==> src/rtl/centroid_update_ctrl.sv <==
// Centroid-update sequencer: serial divide of accumulated sums by member count, clamp, write back.
// Optional round-to-nearest dividend when CENTROID_ROUND_EN is defined.

module centroid_update_ctrl #(
   parameter int unsigned centroid_num     = 8,
   parameter int unsigned accum_cord_width = 22,
   parameter int unsigned cordinate_width  = 13,
   parameter int unsigned count_width      = 10,
   parameter int unsigned addrWidth        = 8,
   parameter int unsigned dataWidth        = 91,
   localparam int unsigned N_COORD         = dataWidth / cordinate_width
) (
   input  logic                                  clk,
   input  logic                                  rst_n,
   input  logic                                  start,
   output logic                                  busy,
   output logic                                  done,
   output logic [addrWidth-1:0]                  acc_sel,
   input  logic [N_COORD*accum_cord_width-1:0]   acc_sums,
   input  logic [count_width-1:0]                acc_count,
   output logic                                  div_start,
   output logic [accum_cord_width-1:0]           div_dividend,
   output logic [count_width-1:0]                div_divisor,
   input  logic [accum_cord_width-1:0]           div_quotient,
   input  logic                                  div_done,
   output logic [N_COORD*accum_cord_width-1:0]   result_cords,
   output logic                                  mem_wr_en,
   output logic [addrWidth-1:0]                  mem_wr_addr,
   output logic                                  ovf_flag
);

   localparam int unsigned ACW  = accum_cord_width;
   localparam int unsigned ACW1 = ACW + 1;
   localparam int unsigned C_W  = $clog2(N_COORD);
   localparam logic [C_W-1:0]       C_LAST    = C_W'(N_COORD - 1);
   localparam logic [addrWidth-1:0] K_LAST    = addrWidth'(centroid_num - 1);
   localparam logic [ACW-1:0]       CLAMP_MAX = ACW'((64'd1 << cordinate_width) - 64'd1);

   typedef enum logic [2:0] {
      IDLE, LOAD, DIV_REQ, DIV_WAIT, WRITE, NEXT
   } state_t;

   state_t                       state_q, state_d;
   logic [addrWidth-1:0]         k_q, k_d;
   logic [C_W-1:0]               c_q, c_d, c_inc;
   logic [N_COORD*ACW-1:0]       sums_q, sums_d;
   logic [count_width-1:0]       count_q, count_d;

   logic                         busy_d, done_d, div_start_d, mem_wr_en_d, ovf_d;
   logic [addrWidth-1:0]         acc_sel_d, mem_wr_addr_d;
   logic [ACW-1:0]               div_dividend_d;
   logic [count_width-1:0]       div_divisor_d;
   logic [N_COORD*ACW-1:0]       result_d;

   logic [ACW-1:0]               sum_src, dividend_calc, q_clamped;
   logic [count_width-1:0]       div_src;
   logic                         q_ovf;
`ifdef CENTROID_ROUND_EN
   logic [ACW1-1:0]              rounded;
`endif

   // Operand for the next division: live bank data in LOAD, captured copy afterwards
   always_comb begin
      c_inc = (c_q == C_LAST) ? c_q : c_q + C_W'(1);
      if (state_q == LOAD) begin
         sum_src = acc_sums[ACW-1:0];
         div_src = acc_count;
      end else begin
         sum_src = sums_q[32'(c_inc) * ACW +: ACW];
         div_src = count_q;
      end
`ifdef CENTROID_ROUND_EN
      rounded       = {1'b0, sum_src} + ACW1'(div_src >> 1);
      dividend_calc = rounded[ACW] ? '1 : rounded[ACW-1:0];
`else
      dividend_calc = sum_src;
`endif
   end

   // Saturate the quotient to coordinate width
   always_comb begin
      q_ovf     = (div_quotient > CLAMP_MAX);
      q_clamped = q_ovf ? CLAMP_MAX : div_quotient;
   end

   // Next-state and next-output logic
   always_comb begin
      state_d        = state_q;
      k_d            = k_q;
      c_d            = c_q;
      sums_d         = sums_q;
      count_d        = count_q;
      busy_d         = busy;
      done_d         = 1'b0;
      div_start_d    = 1'b0;
      mem_wr_en_d    = 1'b0;
      acc_sel_d      = acc_sel;
      mem_wr_addr_d  = mem_wr_addr;
      div_dividend_d = div_dividend;
      div_divisor_d  = div_divisor;
      result_d       = result_cords;
      ovf_d          = ovf_flag;

      unique case (state_q)
         IDLE: begin
            if (start) begin
               state_d   = LOAD;
               k_d       = '0;
               c_d       = '0;
               acc_sel_d = '0;
               busy_d    = 1'b1;
               ovf_d     = 1'b0;
            end
         end
         LOAD: begin
            sums_d  = acc_sums;
            count_d = acc_count;
            c_d     = '0;
            if (acc_count == '0) begin
               state_d = NEXT;
            end else begin
               state_d        = DIV_REQ;
               div_start_d    = 1'b1;
               div_dividend_d = dividend_calc;
               div_divisor_d  = div_src;
            end
         end
         DIV_REQ: begin
            state_d = DIV_WAIT;
         end
         DIV_WAIT: begin
            if (div_done) begin
               result_d[32'(c_q) * ACW +: ACW] = q_clamped;
               if (q_ovf) ovf_d = 1'b1;
               if (c_q == C_LAST) begin
                  state_d       = WRITE;
                  mem_wr_en_d   = 1'b1;
                  mem_wr_addr_d = k_q;
               end else begin
                  state_d        = DIV_REQ;
                  c_d            = c_inc;
                  div_start_d    = 1'b1;
                  div_dividend_d = dividend_calc;
                  div_divisor_d  = div_src;
               end
            end
         end
         WRITE: begin
            state_d = NEXT;
         end
         NEXT: begin
            if (k_q == K_LAST) begin
               state_d = IDLE;
               busy_d  = 1'b0;
               done_d  = 1'b1;
            end else begin
               state_d   = LOAD;
               k_d       = k_q + addrWidth'(1);
               acc_sel_d = k_q + addrWidth'(1);
            end
         end
         default: begin
            state_d = IDLE;
            busy_d  = 1'b0;
         end
      endcase
   end

   // State and registered outputs
   always_ff @(posedge clk or negedge rst_n) begin
      if (!rst_n) begin
         state_q      <= IDLE;
         k_q          <= '0;
         c_q          <= '0;
         sums_q       <= '0;
         count_q      <= '0;
         busy         <= 1'b0;
         done         <= 1'b0;
         div_start    <= 1'b0;
         mem_wr_en    <= 1'b0;
         acc_sel      <= '0;
         mem_wr_addr  <= '0;
         div_dividend <= '0;
         div_divisor  <= '0;
         result_cords <= '0;
         ovf_flag     <= 1'b0;
      end else begin
         state_q      <= state_d;
         k_q          <= k_d;
         c_q          <= c_d;
         sums_q       <= sums_d;
         count_q      <= count_d;
         busy         <= busy_d;
         done         <= done_d;
         div_start    <= div_start_d;
         mem_wr_en    <= mem_wr_en_d;
         acc_sel      <= acc_sel_d;
         mem_wr_addr  <= mem_wr_addr_d;
         div_dividend <= div_dividend_d;
         div_divisor  <= div_divisor_d;
         result_cords <= result_d;
         ovf_flag     <= ovf_d;
      end
   end

endmodule

==> config.mk <==
export PLATFORM = sky130hd
export DESIGN_NAME = centroid_update_ctrl
export DESIGN_NICKNAME = d
export VERILOG_FILES = /design/src/rtl/centroid_update_ctrl.sv
export SDC_FILE = /design/constraint.sdc
export NUM_CORES = 1
export LEC_CHECK = 0
export CAP_MARGIN = 15
export CORE_MARGIN = 4
export CORE_UTILIZATION = 57
export CTS_BUF_LIST = sky130_fd_sc_hd__clkbuf_4 sky130_fd_sc_hd__clkbuf_8
export CTS_CLUSTER_SIZE = 30
export DETAILED_ROUTE_END_ITERATION = 10
export DONT_BUFFER_PORTS = 1
export GPL_ROUTABILITY_DRIVEN = 1
export GPL_TIMING_DRIVEN = 1
export PLACE_DENSITY = 0.8
export SYNTH_ARGS = -nofsm -noshare
export SYNTH_HDL_FRONTEND = slang
export SYNTH_SLANG_ARGS = --single-unit
==> constraint.sdc <==
create_clock -name clk -period 4.8 [get_ports clk]
set_input_delay 1.44 -clock clk [delete_from_list [all_inputs] [get_ports clk]]
set_output_delay 1.44 -clock clk [all_outputs]
set_load 0.005 [all_outputs]
After elaboration in Yosys (flattened, before gate mapping):

Cells that the tools add are included.

* $add $sub $neg: 3
* multipliers: 2
* divide/modulo/power cells: 0
* $lt $le $gt $ge: 1
* equal/unequal tests: 14
* shift operators: 3
* muxes and demuxes: 42
* bitwise logic cells: 1
* reductions and logical operators: 15

Operators by type and width (count)
* bitwise mux 154 bit: 1
* variable shift 22 x 34 -> 154 bit (first input constant): 1
* indexed part select 154 x 9 -> 22 bit: 1
* indexed part select 22 x 34 -> 154 bit: 1
* two-way mux 22 bit: 5
* case mux 22 bit (2 select lines): 1
* two-way mux 10 bit: 4
* negator 8 -> 34 bit: 1
* two-way mux 3 bit: 8
* greater-than comparator 22 x 13 -> 1 bit (second input constant): 1
* case mux 10 bit (2 select lines): 1
* case mux 3 bit (6 select lines): 1
* two-way mux 8 bit: 2
* case mux 8 bit (2 select lines): 1
* multiplier 3 x 4 -> 7 bit (second input constant): 2
* two-way mux 1 bit: 14
* inequality test 2 bit (second input constant): 7
* AND reduction 4 bit: 3
* logical NOT 10 bit: 1
* == test 3 bit (second input constant): 3
* case mux 3 bit (3 select lines): 1
* AND reduction 3 bit: 3
* adder 8 x 1 -> 8 bit (second input constant): 1
* == test 8 x 3 -> 1 bit (second input constant): 1
* 11 further kinds: 16

* flip-flop bits (word level): 377
* latch bits: 0
* memory bits (writable): 0
* ROM bits: 0
* logic and storage cells: 95
* memories kept: 0

Longest topological paths before layout:

* depth after elaboration: 8
* mapped depth: 16
* gate-level depth less buffers: 14

Worst setup path after synthesis:

No wires, ideal clock.

* kind: register to register
* from: register c_q[1]
* to: register result_cords[6]
* library setup time: 0.125 ns
* data arrival time: 4.069 ns
* slack: 0.606 ns
* cell stages (with the launch flop): 17
* buffers on the path: 3
* cell sequence: dfrtp_1 -> ha_1 -> ha_1 -> fa_1 -> buf_6 -> nor3b_4 -> nand2_1 -> nor2b_1 -> ha_1 -> clkbuf_1 -> inv_1 -> nand2_1 -> a2111o_1 -> and2_1 -> clkbuf_1 -> a21oi_1 -> mux2_2

* word-level cells in the longest chain between the ends: 4
* elaborated cells on any way between the ends: 5
* classes of those cells: add/sub (1); mul (1); shift (2); mux (1)

Ends and longest elaborated chain
* start, declared: RTL line 45 `logic [C_W-1:0] c_q, c_d, c_inc;`
* start signal, assigned: RTL line 174 `c_q <= '0;`
* start signal, assigned: RTL line 190 `c_q <= c_d;`
* multiplier 3 x 4 -> 7 bit (*): RTL line 133 `result_d[32'(c_q) * ACW +: ACW] = q_clamped;`
* negator 8 -> 34 bit (*): RTL line 133
* indexed part select 22 x 34 -> 154 bit or variable shift 22 x 34 -> 154 bit (tied branches): RTL line 133
* bitwise mux 154 bit (*): RTL line 133
* end signal, assigned: RTL line 201 `result_cords <= result_d;`
* end, declared: RTL line 26 `output logic [N_COORD*accum_cord_width-1:0] result_cords,`

Every way passes the cells marked *; elsewhere a longest branch is shown, timed or not.
A chain may end at the register's enable or synchronous reset.

Worst setup path after layout:

* from: register c_q[1]
* to: register result_cords[21]

Same word-level chain as after synthesis.

==> impl_metrics.json <==
{
  "core-area_mm2": 0.0325,
  "syn_avg_cell_area_um2": 9.67,
  "criticalPathCategory": "reg -> reg",
  "fp.dieArea_mm2": 0.0358,
  "regArea_mm2": 0.00943,
  "design.final.nets": 2142,
  "setup_violations": 0,
  "detailroute.via_count": 15400,
  "core.rowCount": 66,
  "synth-edff-count": 0,
  "maxClockFrequency_mhz": 224,
  "fp.dieW_um": 189,
  "grt_max_degree": 378,
  "antenna_cells_inserted": 0,
  "arrival_ns": 5.00,
  "grt_antenna_before_repair": 0,
  "synth.ff_latch_count": 377,
  "first_iter_violations": 1505,
  "holdCritPathClass": "reg -> reg",
  "tritoncts.num_buffers": 61,
  "tightest_pin_transition_ns": 1.09,
  "io_pins": 397,
  "crit_path_start_kind": "flop",
  "ys.flop_type": "sky130_fd_sc_hd__dfrtp_1",
  "wire_length_of_the_first_global_routing_pass_um": 92900,
  "final_min_period_over_clock_period_pct": 93.0,
  "total_of_hold_buffers_inserted_after_clock_tree_synthesis": 0,
  "crit_path_max_fanout": 7,
  "drt_pre_antenna_iters": 5,
  "postCtsSetupRepairBufs": 0,
  "synth.distinct_cells": 80,
  "antenna_left": 0,
  "io_buf_count": 0,
  "clockBufferDepth": 3,
  "synth_cells": 1938,
  "detail_route.wirelength_um": 60900,
  "die_y_um": 189,
  "cts_root_buf": "sky130_fd_sc_hd__clkbuf_8",
  "rsz0062_at_grt": "false",
  "multiInputGateArea_mm2": 0.00883,
  "drive_above_1_share_pct": 18.3,
  "yosysSeqAreaShare_pct": 50.3,
  "status": "complete, no violations",
  "clock_latency_ns": 0.67,
  "area_growth_pct": 10.5,
  "ys_async_sr_fraction_pct": 100,
  "layout.filler_cells": 2633,
  "grt_total_usage_pct": 33.5,
  "cts_htree_levels": 2,
  "post_drt_via_cell_ratio": 6.35,
  "first_global_vias": 15700,
  "drv.max_cap_violation_count": 0,
  "drcViolationCount": 0,
  "worst_clock_skew_ns": 0.0415,
  "cts_resized": 0,
  "slew_hr_pct": 27.5,
  "gp_congestion": 1.03,
  "syn-cell-area_mm2": 0.0187,
  "final_max_slew_viol_count": 0,
  "tritoncts": "yes",
  "clk_transition_reported_paths_ns": 0.06,
  "initial_core_util_pct": 57.7,
  "synth.net_count": 2141,
  "wl_per_cell_um": 25.1,
  "cp_data_required_time_ns": 5.33,
  "clock_sink_count": 377,
  "final_hold_viol_count": 0,
  "grt.overflow.total": 0,
  "post_dp_hpwl_um": 44200,
  "final.setup.tns_ns": 0,
  "yosys_warnings": 0,
  "worst_setup_path_end_kind": "flop",
  "min_period_ns": 4.47
}
-- layer usage --
layer	vias to the layer above	global-route usage [%]	wire [um]
met3	168	9.62	6120
met4	0	15.0	2920
li1	6769	-	-
met1	7568	41.4	22500
met2	901	55.1	29400
met5	-	0	0
-- cell type report --
cell class / instances / share of cell area (%)
Timing Repair Buffer: 49 / 1.90
Tap cell: 442 / 2.67
Sequential cell: 377 / 45.6
Inverter: 13 / 0.236
Multi-Input combinational cell: 1437 / 42.6
Clock buffer: 93 / 5.76
Clock inverter: 16 / 1.26
-- metrics by stage --
stage                     instance area [um^2]  hold slack, ns  std cells  utilization [%]  worst slack, ns
after floorplan                          18700           0.439       1938                -            0.606
after global placement                   19300           0.452       2318             59.3            0.553
after CTS                                20700           0.440       2427             63.8            0.352
final                                    20700           0.472       2427             63.8            0.335
after detailed placement                 19300           0.457       2318             59.3            0.431
after global routing                     20700           0.452       2427             63.8           0.0746
-- critical path, cell delays in order, from the launching register on --
cell                       delay, ns
sky130_fd_sc_hd__dfrtp_1        0.46
sky130_fd_sc_hd__ha_1           0.32
sky130_fd_sc_hd__ha_1           0.28
sky130_fd_sc_hd__fa_1           0.51
sky130_fd_sc_hd__nor3b_4        0.38
sky130_fd_sc_hd__nand2_1        0.17
sky130_fd_sc_hd__nor2b_1        0.14
sky130_fd_sc_hd__ha_1           0.29
sky130_fd_sc_hd__inv_1          0.14
sky130_fd_sc_hd__nand2_1        0.11
sky130_fd_sc_hd__a2111o_1       0.54
sky130_fd_sc_hd__o32ai_1        0.48
sky130_fd_sc_hd__o21ai_1        0.20
sky130_fd_sc_hd__mux2_2         0.32
-- logic make-up (layout without fill, tap and decap cells) --
kind of cell / count (synthesis) / in the layout / synth area share (%)
adders and majority gates: 14 / 14 / 0.961
xor gates and xnor gates: 9 / 9 / 0.721
muxes: 208 / 208 / 14.0
DFF: 377 / 377 / 50.3
AOI/OAI and AO/OA: 314 / 314 / 11.4
and+or+nand+nor: 892 / 892 / 19.7
buffers and inverters: 124 / 171 / 2.84
-- layout by cell type (no fill, tap or decap), types with 7 or more instances in the layout --
| cell type | count |
|---|---|
| sky130_fd_sc_hd__mux2_2 | 144 |
| sky130_fd_sc_hd__clkbuf_4 | 14 |
| sky130_fd_sc_hd__nand4_1 | 9 |
| sky130_fd_sc_hd__clkinv_2 | 7 |
| sky130_fd_sc_hd__mux2i_1 | 35 |
| sky130_fd_sc_hd__nor2b_1 | 8 |
| sky130_fd_sc_hd__mux4_2 | 26 |
| sky130_fd_sc_hd__clkbuf_8 | 79 |
| sky130_fd_sc_hd__nor3_1 | 22 |
| sky130_fd_sc_hd__nand3_1 | 36 |
| sky130_fd_sc_hd__o32ai_1 | 7 |
| sky130_fd_sc_hd__inv_1 | 11 |
| sky130_fd_sc_hd__nor4_1 | 7 |
| sky130_fd_sc_hd__a21oi_1 | 48 |
| sky130_fd_sc_hd__buf_4 | 47 |
| sky130_fd_sc_hd__o221ai_1 | 19 |
| sky130_fd_sc_hd__a31oi_1 | 26 |
| sky130_fd_sc_hd__bufinv_16 | 7 |
| sky130_fd_sc_hd__ha_1 | 11 |
| sky130_fd_sc_hd__nor2_1 | 128 |
| sky130_fd_sc_hd__o22ai_1 | 42 |
| sky130_fd_sc_hd__nand2_1 | 627 |
| sky130_fd_sc_hd__o31ai_1 | 7 |
| sky130_fd_sc_hd__o21ai_0 | 63 |
| sky130_fd_sc_hd__o211ai_1 | 24 |
| sky130_fd_sc_hd__and2_1 | 8 |
| sky130_fd_sc_hd__nand2b_1 | 11 |
| sky130_fd_sc_hd__dfrtp_1 | 377 |
| sky130_fd_sc_hd__o2bb2ai_1 | 11 |
| sky130_fd_sc_hd__a22oi_1 | 8 |
-- synthesized netlist by cell type (all sizes together) (5+ instances only) --
cell type    n  area (um^2)
nand3       37          190
o22ai       42          263
a22o         6         53.8
or3          5         31.3
a211oi       6         45.0
nor4         9         86.3
inv         11         41.3
o31ai        7         52.6
o21ai       66          330
mux2       145         1630
dfrtp      377         9430
a31oi       26          163
o221ai      19          166
xnor2        7          103
a21oi       51          267
nor3        26          145
o32ai        7         61.3
o211ai      24          180
nand4        9         56.3
nor2       130          498
a21o         5         37.5
a32oi        5         43.8
nand2      629         2360
and2         8         50.1
nand2b      11         68.8
nor2b        8         50.1
buf         32          186
mux2i       35          350
o21a         6         45.0
or2          6         37.5
mux4        28          638
a22oi        8         60.1
o41ai        5         62.6
o2bb2ai     11         96.3
clkbuf      79          298
ha          12          150
-- registers in the layout, indices dropped and copies added (netlist names) --
| signal | count |
|---|---|
| c_q | 3 |
| ovf_flag | 1 |
| busy | 1 |
| state_q | 3 |
| sums_q | 154 |
| div_dividend | 22 |
| done | 1 |
| k_q | 8 |
| div_start | 1 |
| mem_wr_addr | 8 |
| div_divisor | 10 |
| count_q | 10 |
| result_cords | 154 |
| mem_wr_en | 1 |
-- final timing paths --
| path | from | endpoint | slack (ns) | cells past startpoint |
|---|---|---|---|---|
| min | sums_q[27]$_DFFE_PN0P_ | sums_q[27]$_DFFE_PN0P_ | 0.47 | 2 |
| max | c_q[1]$_DFFE_PN0P_ | result_cords[21]$_DFFE_PN0P_ | 0.33 | 13 |
| min in group asynchronous | rst_n | result_cords[10]$_DFFE_PN0P_ | 0.48 | 0 |
| max in group asynchronous | rst_n | result_cords[112]$_DFFE_PN0P_ | 3.42 | 0 |
| min reg2reg | sums_q[27]$_DFFE_PN0P_ | sums_q[27]$_DFFE_PN0P_ | 0.47 | 2 |
| max reg2reg | c_q[1]$_DFFE_PN0P_ | result_cords[21]$_DFFE_PN0P_ | 0.33 | 13 |
Power is left out: the tool's default activity adds up to more than one toggle a clock period on the data nets, which glitch-free logic cannot reach.
